<file path="src/rtl/scan_source_mux_pkg.sv">
// Shared types and sizing helpers for the scanning display source selector
// and the display blocks that reuse its channel picker.
package scan_mux_pkg;

   localparam logic MODE_MANUAL = 1'b0;
   localparam logic MODE_SCAN   = 1'b1;

   typedef enum logic {
      SHOW = 1'b0,
      BLNK = 1'b1
   } state_t;

   // Channel index width; a single-channel build still needs a 1-bit port.
   function automatic int ch_width(input int n);
      return (n > 1) ? $clog2(n) : 1;
   endfunction

   // Width of a counter that must hold values 0..max_val.
   function automatic int cnt_width(input int max_val);
      return (max_val > 0) ? $clog2(max_val + 1) : 1;
   endfunction

endpackage

</file>
<file path="src/rtl/ch_rotate_pick.sv">
// Wrap-around priority search: first enabled channel after cur_ch, in the
// order cur_ch+1, cur_ch+2, ... modulo N_CH. cur_ch itself is never picked.
module ch_rotate_pick
   import scan_mux_pkg::*;
#(
   parameter  int N_CH = 4,
   localparam int CW   = ch_width(N_CH)
) (
   input  logic [CW-1:0]   cur_ch,
   input  logic [N_CH-1:0] ch_mask,
   output logic [CW-1:0]   next_ch,
   output logic            found
);

   localparam logic [CW:0] N_CH_W = (CW+1)'(N_CH);

   logic [2*N_CH-1:0] rot;
   logic [CW:0]       cand;

   // NOTE: every signal driven here gets a default before any branch, so the
   // block stays purely combinational and no latch can be inferred.
   always_comb begin
      rot     = {ch_mask, ch_mask} >> cur_ch;
      next_ch = cur_ch;
      found   = 1'b0;
      cand    = '0;
      for (int off = 1; off < N_CH; off++) begin
         if (!found && rot[off]) begin
            found = 1'b1;
            cand  = {1'b0, cur_ch} + (CW+1)'(off);
            if (cand >= N_CH_W) begin
               cand = cand - N_CH_W;
            end
            next_ch = cand[CW-1:0];
         end
      end
   end

endmodule

</file>
<file path="src/rtl/scan_source_mux.sv">
// N-channel display source selector: manual or auto-scanning channel choice,
// registered output, and zero-output blanking on every channel change.
module scan_source_mux
   import scan_mux_pkg::*;
#(
   parameter  int WIDTH = 3,
   parameter  int N_CH  = 4,
   parameter  int DWELL = 16,
   parameter  int BLANK = 2,
   localparam int CW    = ch_width(N_CH)
) (
   input  logic                  clk,
   input  logic                  rst,
   input  logic                  mode,
   input  logic [CW-1:0]         sel,
   input  logic                  en,
   input  logic [N_CH-1:0]       ch_mask,
   input  logic [N_CH*WIDTH-1:0] din,
   output logic [WIDTH-1:0]      result,
   output logic [CW-1:0]         cur_ch,
   output logic                  blanking
);

   localparam int DW = cnt_width(DWELL);
   localparam int BW = cnt_width(BLANK);

   localparam logic [DW-1:0] DWELL_LAST = DW'(DWELL - 1);
   localparam logic [BW-1:0] BLANK_LAST = BW'((BLANK > 0) ? BLANK - 1 : 0);
   localparam logic [CW:0]   N_CH_W     = (CW+1)'(N_CH);

   state_t           state_q, state_d;
   logic [CW-1:0]    cur_q, cur_d;
   logic [WIDTH-1:0] result_q, result_d;
   logic             blank_q, blank_d;
   logic [DW-1:0]    dwell_q, dwell_d;
   logic [BW-1:0]    cnt_q, cnt_d;
   logic             mode_q;

   logic [WIDTH-1:0] src [N_CH];
   logic [CW-1:0]    pick_ch;
   logic             pick_found;
   logic [CW-1:0]    target;
   logic             scan_entry;

   always_comb begin
      for (int k = 0; k < N_CH; k++) begin
         src[k] = din[k*WIDTH +: WIDTH];
      end
   end

   ch_rotate_pick #(
      .N_CH (N_CH)
   ) u_pick (
      .cur_ch  (cur_q),
      .ch_mask (ch_mask),
      .next_ch (pick_ch),
      .found   (pick_found)
   );

   // Target selection: exactly one source (sel or scan expiry) per mode.
   always_comb begin
      target     = cur_q;
      dwell_d    = dwell_q;
      scan_entry = (mode == MODE_SCAN) && (mode_q == MODE_MANUAL);
      if (mode == MODE_MANUAL) begin
         dwell_d = '0;
         if ({1'b0, sel} < N_CH_W) begin
            target = sel;
         end
      end else if (scan_entry) begin
         dwell_d = '0;
      end else if (state_q == SHOW && en) begin
         if (dwell_q == DWELL_LAST) begin
            dwell_d = '0;
            if (pick_found) begin
               target = pick_ch;
            end
         end else begin
            dwell_d = dwell_q + 1'b1;
         end
      end
   end

   // A new target always wins, even on the last blanking cycle, so the
   // output never shows data from a channel that was only briefly requested.
   always_comb begin
      state_d  = state_q;
      cur_d    = cur_q;
      result_d = result_q;
      blank_d  = blank_q;
      cnt_d    = cnt_q;
      if (target != cur_q) begin
         cur_d = target;
         if (BLANK > 0) begin
            state_d  = BLNK;
            cnt_d    = '0;
            result_d = '0;
            blank_d  = 1'b1;
         end else begin
            state_d  = SHOW;
            result_d = src[target];
            blank_d  = 1'b0;
         end
      end else if (state_q == BLNK) begin
         if (cnt_q == BLANK_LAST) begin
            state_d  = SHOW;
            cnt_d    = '0;
            result_d = src[cur_q];
            blank_d  = 1'b0;
         end else begin
            cnt_d    = cnt_q + 1'b1;
            result_d = '0;
            blank_d  = 1'b1;
         end
      end else begin
         result_d = src[cur_q];
         blank_d  = 1'b0;
      end
   end

   // NOTE: state registers use non-blocking assignments so every register
   // samples the pre-edge values, independent of statement order.
   always_ff @(posedge clk or negedge rst) begin
      if (!rst) begin
         state_q  <= SHOW;
         cur_q    <= '0;
         result_q <= '0;
         blank_q  <= 1'b0;
         dwell_q  <= '0;
         cnt_q    <= '0;
         mode_q   <= MODE_MANUAL;
      end else begin
         state_q  <= state_d;
         cur_q    <= cur_d;
         result_q <= result_d;
         blank_q  <= blank_d;
         dwell_q  <= dwell_d;
         cnt_q    <= cnt_d;
         mode_q   <= mode;
      end
   end

   assign result   = result_q;
   assign cur_ch   = cur_q;
   assign blanking = blank_q;

endmodule

</file>
<file path="config.mk">
export PLATFORM = sky130hd
export DESIGN_NAME = scan_source_mux
export DESIGN_NICKNAME = d
export VERILOG_FILES = /design/src/rtl/scan_source_mux_pkg.sv /design/src/rtl/ch_rotate_pick.sv /design/src/rtl/scan_source_mux.sv
export SDC_FILE = /design/constraint.sdc
export NUM_CORES = 1
export LEC_CHECK = 0
export BUFFER_PORTS_ARGS = -buffer_cell sky130_fd_sc_hd__buf_2
export CORE_MARGIN = 2
export CORE_UTILIZATION = 35
export CTS_CLUSTER_DIAMETER = 200
export DETAILED_ROUTE_END_ITERATION = 10
export PLACE_DENSITY = 0.61
export SYNTH_ARGS = -nofsm -noshare
export SYNTH_HDL_FRONTEND = slang
export SYNTH_HIERARCHICAL = 1
export SYNTH_SLANG_ARGS = --single-unit
</file>
<file path="constraint.sdc">
create_clock -name clk -period 1.38 [get_ports clk]
set_input_delay 0.276 -clock clk [delete_from_list [all_inputs] [get_ports clk]]
set_output_delay 0.276 -clock clk [all_outputs]
set_load 0.02 [all_outputs]
</file>
==> impl_metrics.ini <==
[outcome]
outcome = finished, violations left
violations = setup timing

[grt]
overflow = 0
grt_max_degree = 15
grt_antenna_before_repair = 0
grt_pass1_vias = 655
grt_pass1_wl_mm = 2.97
track_usage_pct = 14.2

[floorplanning]
ios = 28
rows = 18
start_util_pct = 36.4
die-area_um2 = 2950
die_h_um = 54.3
coreArea_um2 = 2430
die_w_um = 54.3

[yosys]
synth-compound-area-share_pct = 15.7
synthTopCellsByArea = dfrtp_1, mux4_2, xor2_1
synth_adder_area_share_pct = 1.41
async_flop_share_pct = 100
ys_seq_elements = 14
ys_seq_area_share_pct = 39.6
synthDominantCellAreaShare_pct = 39.6
yosys_warnings = 6
synth.distinct_cells = 30
syn_avg_cell_area_um2 = 10.1
synth_mux_area_share_pct = 12.2
synth_cells = 88
synth_top_area_cell = dfrtp_1
synthFlopType = dfrtp_1
synth_edf_count = 0
synth-simple-area-share_pct = 20.5
synth_top_family_by_area = simple AND/OR/NAND/NOR gates
synthXorXnorAreaFrac_pct = 5.94
syn-num-nets = 111
syn_area_um2 = 885

[drt]
viasPerCell = 4.96
drc = 0
drtIter0Drc = 12
num_vias = 784
drt-total-wl_mm = 1.92
ant_nets = 0
dr.pass1.iters = 4
wire_per_inst_um = 12.1

[sta]
period_minus_slack_ns = 1.56
fmax_mhz = 639
period_share_pct = 113
final-max-slew-violation-count = 0
skew_ns = 0.000866
worst_slack_ns = -0.184
worst_slew_pin_slew_ns = 0.321
setup_violations = 9
fin_setup_tns_ns = -1.27
hold_viol = 0
slew_headroom_pct = 78.6
rsz0062_at_grt = true

[cts]
cts_buffers = 3
clockBufferDepth = 2
clock_latency_ns = 0.27
htree_levels = 1
clock-root-buffer = clkbuf_4
clk_pin_slew_ns = 0.08
cts_sinks = 14
cts_tree = built

[critical_path]
worst-path-buf-inv = 1
crit_arrival_ns = 1.72
end_kind = flop
worst-path-max-fanout = 6
critical_path_required_ns = 1.53
cp_cell_sequence = buf_6 > mux2i_1 > nand2_1 > o21a_1 > o2111ai_4 > mux2i_1 > a21oi_1
critPathKind = flop to flop
cpMostUsedCell = mux2i_1
path_delay_family = flip-flops
start_kind = flop
cpPeakStageDelay_ns = 0.44
cp_slowest_cell = dfrtp_2

[final_layout]
fin_util_pct = 49.5
nNetsFinal = 153
n_fill_cell = 227
drive_gt1_share_pct = 47.7
antennaDiodeCount = 0
multi_input_area_um2 = 524
seq_area_um2 = 353
area_growth_pct = 36.2

[power_and_ir_drop]
power_leakage_nw = 0.582
irDropWorstVdd_mv = 0.526
powerDensity_nw_per_um2 = 999

[placement]
gp_congestion = 0.765
dpl.hpwl_mm = 1.45
portBuffers = 27

[job]
cap_viol_max_count = 0

[worst_hold_path]
hp-class = input port to flop
[area by class of cell]
cell class	count	area share, %
Clock buffer	3	1.87
Inverter	4	1.25
Multi-Input combinational cell	66	43.5
Sequential cell	14	29.3
Tap cell	30	3.12
Timing Repair Buffer	41	21.0
[per-layer routing]
| metal | track usage (%) | up-vias | routed length [um] |
|---|---|---|---|
| li1 | - | 393 | - |
| met1 | 19.7 | 376 | 873 |
| met2 | 21.7 | 13 | 969 |
| met3 | 1.64 | 2 | 48 |
| met4 | 7.50 | 0 | 27 |
| met5 | 0 | - | 0 |
[cells by family (layout without fill, tap and decap cells)]
family,count (synthesis),in the layout
AOI/OAI and AO/OA,19,19
xor gates and xnor gates,6,6
adders and majority gates,1,1
buffers and inverters,8,48
DFF,14,14
muxes,7,7
and+or+nand+nor,33,33
[final timing paths]
path                       slack, ns    endpoint  depth (start not counted)      start
setup / recovery               -0.18   cur_ch[0]                          7  cur_ch[1]
hold / removal                  0.28   cur_ch[1]                          3     sel[1]
setup reg to reg               -0.18   cur_ch[0]                          7  cur_ch[1]
hold reg to reg                 0.51    cnt_q[1]                          2   cnt_q[1]
max in group asynchronous       0.69   cur_ch[1]                          2        rst
min in group asynchronous       0.43  dwell_q[1]                          2        rst
[metrics by stage]
stage	power (mW)	hold WS (ns)	instance area (um^2)	worst slack, ns	std cells
after detailed placement	0.951	0.188	1110	-0.204	150
after CTS	1.21	0.280	1190	-0.192	158
after global placement	0.941	0.192	1110	-0.136	150
after global routing	1.30	0.289	1200	-0.281	158
after floorplan	0.796	-0.0196	897	-0.183	88
final	1.20	0.284	1200	-0.184	158
[worst register-to-register path, stage by stage (launching register included)]
cell and delay [ns]:
dfrtp_2 0.44, buf_6 0.14, mux2i_1 0.20, nand2_1 0.07, o21a_1 0.21, o2111ai_4 0.11, mux2i_1 0.21, a21oi_1 0.08
[where the power goes]
group | switching (mW) | internal, mW | total, mW | leakage (nW)
Clock | 0.120 | 0.101 | 0.220 | 0.0138
Combinational | 0.253 | 0.225 | 0.478 | 0.389
Sequential | 0.0366 | 0.468 | 0.505 | 0.179
[cell usage in the layout, fill, tap and decap left out, types with 2 or more instances in the layout]
cell	count
inv_1	4
clkbuf_4	3
a21oi_1	4
nor2_1	9
xor2_1	5
dfrtp_1	12
mux4_2	3
a21oi_2	3
dfrtp_2	2
nor3_2	2
nand3_1	3
buf_4	12
mux2i_1	4
buf_6	2
nor2b_4	2
o21ai_1	3
nand2_1	9
nor2b_1	3
buf_2	26
[cells in the mapped netlist, types with 2 or more instances]
master,count
dfrtp_1,14
nand2_1,9
nor2_1,9
a21oi_1,7
xor2_1,5
inv_1,4
mux2i_1,4
o21ai_0,4
mux4_2,3
nand3_1,3
nor2b_1,3
nor3_1,3
buf_2,2
nor2b_4,2
[state kept, by name, summed over array words and instances (netlist names)]
register and flops:
cnt_q 2, result 3, blanking 1, dwell_q 5, mode_q 1, cur_ch 2
[what timing repair did]
item / in CTS / in global routing
setup endpoints to repair: 8 / 9
setup buffers: 4 / 0
resized for setup: 6 / 5
hold buffers: 1 / 0
endpoints found under the hold margin: 14 / 0
pin swaps: 2 / 1
(Power assumes the default switching activity.)
